[config.mk]
export PLATFORM = sky130hd
export DESIGN_NAME = wb_arith_unit
export DESIGN_NICKNAME = d
export VERILOG_FILES = /design/src/rtl/wb_arith_unit.sv
export SDC_FILE = /design/constraint.sdc
export NUM_CORES = 1
export LEC_CHECK = 0
export CORE_ASPECT_RATIO = 0.6
export CORE_UTILIZATION = 62
export CTS_CLUSTER_DIAMETER = 80
export DETAILED_ROUTE_END_ITERATION = 16
export PLACE_DENSITY = 0.81
export SLEW_MARGIN = 20
export SYNTH_ARGS = -nofsm -noshare
export SYNTH_HDL_FRONTEND = slang
export SYNTH_SLANG_ARGS = --single-unit
[constraint.sdc]
create_clock -name clk_i -period 4.4 [get_ports clk_i]
set_input_delay 0.66 -clock clk_i [delete_from_list [all_inputs] [get_ports clk_i]]
set_output_delay 0.66 -clock clk_i [all_outputs]
set_load 0.03 [all_outputs]
[src/rtl/wb_arith_unit.sv]
// Wishbone CSR arithmetic peripheral: ADD, SUB and iterative unsigned MUL
// on two operands, with a start/busy/done handshake and a double-width result.
module wb_arith_unit #(
    parameter int ADDR_WIDTH = 3,
    parameter int DATA_WIDTH = 32,
    parameter int GRANULE    = 8
) (
    input  logic                          clk_i,
    input  logic                          rst_ni,
    input  logic [ADDR_WIDTH-1:0]         adr_i,
    input  logic [DATA_WIDTH-1:0]         dat_i,
    output logic [DATA_WIDTH-1:0]         dat_o,
    input  logic [DATA_WIDTH/GRANULE-1:0] sel_i,
    input  logic                          we_i,
    input  logic                          stb_i,
    input  logic                          cyc_i,
    output logic                          ack_o,
    output logic                          err_o
);

    localparam int SEL_WIDTH = DATA_WIDTH / GRANULE;
    localparam int DW        = DATA_WIDTH;
    localparam int CW        = $clog2(DATA_WIDTH) + 1;

    localparam logic [0:0] S_IDLE = 1'b0;
    localparam logic [0:0] S_EXEC = 1'b1;

    localparam logic [1:0] OP_ADD = 2'b00;
    localparam logic [1:0] OP_SUB = 2'b01;

    logic [0:0]      r_state;
    logic [DW-1:0]   r_op1;
    logic [DW-1:0]   r_op2;
    logic [DW-1:0]   r_a;
    logic [DW-1:0]   r_b;
    logic [1:0]      r_op;
    logic [CW-1:0]   r_cnt;
    logic [2*DW-1:0] r_prod;
    logic [DW-1:0]   r_res_lo;
    logic [DW-1:0]   r_res_hi;
    logic            r_done;
    logic            r_flag;
    logic            r_ack;
    logic            r_err;
    logic [DW-1:0]   r_dat;

    logic            w_acc;
    logic            w_busy;
    logic            w_is_op1;
    logic            w_is_op2;
    logic            w_is_ctrl;
    logic            w_is_stat;
    logic            w_bad_adr;
    logic            w_go;
    logic            w_err;
    logic            w_wr;
    logic            w_start;
    logic            w_clr;
    logic            w_last;
    logic [DW:0]     w_sum;
    logic [DW:0]     w_dif;
    logic [DW:0]     w_madd;
    logic [2*DW-1:0] w_prod_nx;
    logic [DW-1:0]   w_rdata;

    assign w_acc     = cyc_i & stb_i & ~r_ack & ~r_err;
    assign w_busy    = (r_state == S_EXEC);
    assign w_is_op1  = (adr_i == ADDR_WIDTH'(0));
    assign w_is_op2  = (adr_i == ADDR_WIDTH'(1));
    assign w_is_ctrl = (adr_i == ADDR_WIDTH'(2));
    assign w_is_stat = (adr_i == ADDR_WIDTH'(3));
    assign w_bad_adr = (adr_i > ADDR_WIDTH'(5));
    assign w_go      = sel_i[0] & dat_i[0];

    assign w_err = w_bad_adr
                 | (we_i & w_busy & (w_is_op1 | w_is_op2 | w_is_ctrl))
                 | (we_i & w_is_ctrl & w_go & (dat_i[2:1] == 2'b11));

    assign w_wr    = w_acc & we_i & ~w_err;
    assign w_start = w_wr & w_is_ctrl & w_go;
    assign w_clr   = w_wr & w_is_stat & sel_i[0] & dat_i[1];

    assign w_sum = {1'b0, r_a} + {1'b0, r_b};
    assign w_dif = {1'b0, r_a} - {1'b0, r_b};

    // Shift-add step: multiplier sits in the low half and drains out the bottom.
    assign w_madd    = {1'b0, r_prod[2*DW-1:DW]}
                     + (r_prod[0] ? {1'b0, r_a} : {(DW+1){1'b0}});
    assign w_prod_nx = {w_madd, r_prod[DW-1:1]};
    assign w_last    = (r_op != 2'b10) || (r_cnt == CW'(DW - 1));

    always_comb begin
        w_rdata = '0;
        case (adr_i)
            ADDR_WIDTH'(0): w_rdata = r_op1;
            ADDR_WIDTH'(1): w_rdata = r_op2;
            ADDR_WIDTH'(3): w_rdata = DW'({r_flag, r_done, w_busy});
            ADDR_WIDTH'(4): w_rdata = r_res_lo;
            ADDR_WIDTH'(5): w_rdata = r_res_hi;
            default:        w_rdata = '0;
        endcase
    end

    always_ff @(posedge clk_i) begin
        if (!rst_ni) begin
            r_state  <= S_IDLE;
            r_op1    <= '0;
            r_op2    <= '0;
            r_a      <= '0;
            r_b      <= '0;
            r_op     <= '0;
            r_cnt    <= '0;
            r_prod   <= '0;
            r_res_lo <= '0;
            r_res_hi <= '0;
            r_done   <= 1'b0;
            r_flag   <= 1'b0;
            r_ack    <= 1'b0;
            r_err    <= 1'b0;
            r_dat    <= '0;
        end else begin
            r_ack <= w_acc & ~w_err;
            r_err <= w_acc & w_err;
            if (w_acc) begin
                r_dat <= w_err ? '0 : w_rdata;
            end
            for (int i = 0; i < SEL_WIDTH; i++) begin
                if (w_wr && w_is_op1 && sel_i[i]) begin
                    r_op1[i*GRANULE +: GRANULE] <= dat_i[i*GRANULE +: GRANULE];
                end
                if (w_wr && w_is_op2 && sel_i[i]) begin
                    r_op2[i*GRANULE +: GRANULE] <= dat_i[i*GRANULE +: GRANULE];
                end
            end
            if (w_clr) begin
                r_done <= 1'b0;
            end
            if (w_start) begin
                r_state <= S_EXEC;
                r_a     <= r_op1;
                r_b     <= r_op2;
                r_prod  <= {{DW{1'b0}}, r_op2};
                r_op    <= dat_i[2:1];
                r_cnt   <= '0;
                r_done  <= 1'b0;
                r_flag  <= 1'b0;
            end else if (w_busy) begin
                r_cnt  <= r_cnt + CW'(1);
                r_prod <= w_prod_nx;
                if (w_last) begin
                    r_state <= S_IDLE;
                    r_done  <= 1'b1;
                    case (r_op)
                        OP_ADD: begin
                            r_res_lo <= w_sum[DW-1:0];
                            r_res_hi <= {{(DW-1){1'b0}}, w_sum[DW]};
                            r_flag   <= w_sum[DW];
                        end
                        OP_SUB: begin
                            r_res_lo <= w_dif[DW-1:0];
                            r_res_hi <= {DW{w_dif[DW]}};
                            r_flag   <= w_dif[DW];
                        end
                        default: begin
                            r_res_lo <= w_prod_nx[DW-1:0];
                            r_res_hi <= w_prod_nx[2*DW-1:DW];
                            r_flag   <= |w_prod_nx[2*DW-1:DW];
                        end
                    endcase
                end
            end
        end
    end

    assign ack_o = r_ack;
    assign err_o = r_err;
    assign dat_o = r_dat;

endmodule

==> impl_metrics.env <==
export IMPL_status="completed"
export IMPL_antenna_left=0
export IMPL_row_count=46
export IMPL_grt_max_degree=145
export IMPL_routed_via_density=6.57
export IMPL_clock_path_buffers=3
export IMPL_cp_num_buf_inv=1
export IMPL_finalNetCount=2399
export IMPL_first_iter_violations=2247
export IMPL_die_area_um2=28500
export IMPL_cpPeakStageDelay_ps=570
export IMPL_regToRegEndpoint="r_flag"
export IMPL_final_hold_viol_count=0
export IMPL_grt_pass1_wl_um=88700
export IMPL_syn_area_um2=17200
export IMPL_routed_wl_um=56900
export IMPL_synth_edf_count=0
export IMPL_gp_congestion=1.00
export IMPL_cts_sinks=301
export IMPL_antenna_found_initial=1
export IMPL_die_y_um=131
export IMPL_fp_dieW_um=217
export IMPL_synth_compound_area_frac=0.257
export IMPL_post_cts_buffers=0
export IMPL_cts_tree="yes"
export IMPL_synthMuxAreaShare=0.0317
export IMPL_start_util=0.641
export IMPL_crit_family="compound AO/OA/AOI/OAI gates"
export IMPL_yosys_area_top_type="dfxtp_1"
export IMPL_synth_simple_gate_area_frac=0.210
export IMPL_cp_cell_sequence="buf_4, and2_1, ha_1, nand2_1, a2111oi_0, o21ai_1, a211oi_1, o31ai_1, xor2_1, nor4bb_1, nand4_1, o41ai_1, a211oi_1"
export IMPL_synthArstFlopShare=0
export IMPL_synthCells=2268
export IMPL_synth_fa_ha_area_frac=0.0739
export IMPL_crit_fanout=19
export IMPL_dpl_cell_area_um2=18200
export IMPL_coreArea_um2=26900
export IMPL_finalCritPeriodShare=0.916
export IMPL_holdCritStartpoint="r_res_lo[0]"
export IMPL_clk_latency_ps=560
export IMPL_syn_to_final_growth_pct=11.1
export IMPL_drc=0
export IMPL_cp_required_ps=4820
export IMPL_ctsResizeCount=0
export IMPL_n_fill_cell=2176
export IMPL_numCtsBuffers=28
export IMPL_hpwl_um=41700
export IMPL_setup_violations=0
export IMPL_hp_class="reg2reg"
export IMPL_reg2reg_depth=13
export IMPL_synth_xor_area_frac=0.0285
export IMPL_grt_pass1_vias=15900
export IMPL_synth_area_leaders="dfxtp_1 35%, a21oi_1 9.9%, nand2_1 7.8%"
export IMPL_hold_ws_ps=463
export IMPL_rsz0062_at_grt="false"
export IMPL_whs_path_depth=2
export IMPL_rr_startpoint="r_prod[0]"
export IMPL_clk_pin_slew_worst_paths_ps=70
export IMPL_yosysUniqueCellTypes=86
export IMPL_stdcell_area_um2=19200
export IMPL_end_kind="register"
export IMPL_regToRegSetupSlack_ps=370
export IMPL_root_buffer="clkbuf_16"
export IMPL_crit_slowest_cell="dfxtp_1"
export IMPL_cts_htree_levels=1
export IMPL_drt_pass1_iterations=6
export IMPL_grt_usage=0.391
export IMPL_wire_per_inst_um=21.6
export IMPL_cpMostUsedCell="a211oi_1"
export IMPL_synth_top_family_by_area="compound AO/OA/AOI/OAI gates"
export IMPL_numPortBuffers=77
export IMPL_drive_gt1_frac=0.0523
export IMPL_crit_arrival_ps=4450
export IMPL_worst_slew_pin_slew_ps=1040
export IMPL_slew_limit_headroom=0.307
export IMPL_num_vias=17300
export IMPL_crit_type="reg2reg"
export IMPL_syn_avg_cell_area_um2=7.60
export IMPL_synth_seq_cells=301
export IMPL_power_leakage_uw=0.00728
export IMPL_fin_skew_ps=7.93
export IMPL_synthesis_nets=2412
export IMPL_synth_seq_area_share=0.350
export IMPL_ys_warn_count=0
export IMPL_yosys_most_used_dff="dfxtp_1"
export IMPL_num_io_pins=78
export IMPL_period_minus_slack_ps=4030
export IMPL_powerDensity_nw_per_um2=287
export IMPL_ctsHoldBuffers=0
export IMPL_grt_overflow=0
export IMPL_cap_viol_max_count=0
export IMPL_start_kind="register"
export IMPL_setup_tns_final_ps=0
export IMPL_peakVddDrop_mv=0.374
export IMPL_synth_top_area_share=0.350
export IMPL_maxSlewViolCount=0
export IMPL_min_to="r_res_lo[0]"
export IMPL_timing_fmax_mhz=248
power breakdown:
group          switching, µW  internal, µW  leakage, µW
Sequential              2.49          2730      0.00242
Combinational            115          53.2      0.00436
Clock                   1080          1520     0.000491
Total                   1190          4300      0.00728
registers in the layout, indices dropped and copies added (netlist names), 2 cells and up:
signal	flops
r_op	2
r_res_lo	32
r_op1	32
r_cnt	6
r_prod	64
dat_o	32
r_res_hi	32
r_op2	32
r_a	32
r_b	32
how the worst max path moves through the flow:
stage	cells after the start	start	endpoint
global route	13	r_prod[0]	r_flag
CTS	13	r_prod[0]	r_flag
detailed placement	13	r_prod[0]	r_flag
floorplan	14	r_prod[0]	r_flag
global placement	13	r_prod[0]	r_flag
finish	13	r_prod[0]	r_flag
tightest hold or removal path: cells and delay by family, from the launching register on:
family,cells,cell delay (ps)
flops,1,320
simple gates,1,50
compound gates,1,50
through the flow:
stage	power (µW)	std cells	setup WS [ps]	util
final	5500	2638	369	0.713
after global routing	5620	2637	58.8	0.713
after CTS	5510	2637	401	0.713
after detailed placement	2950	2585	427	0.676
after global placement	2950	2585	555	0.676
after floorplan	2870	2268	962	-
synthesized netlist by cell type (4+ instances only):
library cell	n
a21oi_1	341
nand2_1	357
nand4_1	15
xor2_1	17
nor3_1	20
a22oi_1	60
and3_1	12
ha_1	97
buf_1	12
and2_1	39
nand2b_1	11
nor4_1	13
o21ai_0	101
or3_1	4
xnor2_1	39
o41ai_1	6
o21a_1	7
nand3b_1	5
nor2_1	199
a21boi_0	5
o21bai_1	11
a211o_1	4
and4_1	7
mux2i_1	49
nor2b_1	21
buf_2	4
a31oi_1	49
a21o_1	28
a221oi_1	5
o21ai_1	7
a211oi_1	18
dfxtp_1	301
clkinv_1	4
clkbuf_1	135
o211ai_1	28
nor3b_1	4
inv_1	64
o211a_1	6
or2_2	4
o31ai_1	12
nand3_1	83
logic make-up (layout without fill, tap and decap cells):
| family | count (synthesis) | in the layout |
|---|---|---|
| simple gates | 810 | 810 |
| fa+ha+maj | 100 | 100 |
| compound gates | 727 | 727 |
| flops | 301 | 301 |
| other cells | 0 | 1 |
| mux | 52 | 52 |
| xor+xnor | 56 | 56 |
| buf+inv | 222 | 231 |
routing by layer:
| layer | vias to the layer above | track usage | share of wire | wire length, µm |
|---|---|---|---|---|
| met3 | 159 | 0.0801 | 0.10 | 5920 |
| met2 | 982 | 0.582 | 0.42 | 24100 |
| met5 | - | 0 | 0 | 0 |
| met1 | 8197 | 0.547 | 0.43 | 24300 |
| met4 | 0 | 0.164 | 0.046 | 2640 |
| li1 | 8000 | - | - | - |
cell type report:
cell class | instances | area [µm²] | share of cell area
Timing Repair Buffer | 110 | 1030 | 0.0536
Antenna cell | 1 | 2.50 | 0.000131
Multi-Input combinational cell | 1745 | 10400 | 0.543
Sequential cell | 301 | 6030 | 0.315
Tap cell | 360 | 450 | 0.0235
Clock buffer | 43 | 858 | 0.0448
Clock inverter | 9 | 130 | 0.00679
Inverter | 69 | 264 | 0.0138
placed cells by master, fill, tap and decap left out, drive strengths merged, types with 17 or more instances in the layout:
cell type	instances
a211oi	20
a21o	28
a21oi	342
a22oi	60
a31oi	50
and2	39
buf	34
clkbuf	43
clkdlybuf4s50	76
dfxtp	301
ha	97
inv	67
mux2i	49
nand2	357
nand3	83
nor2	200
nor2b	21
nor3	20
o211ai	28
o21ai	108
xnor2	39
xor2	17
Note: power is estimated with default switching activity, not from simulation.
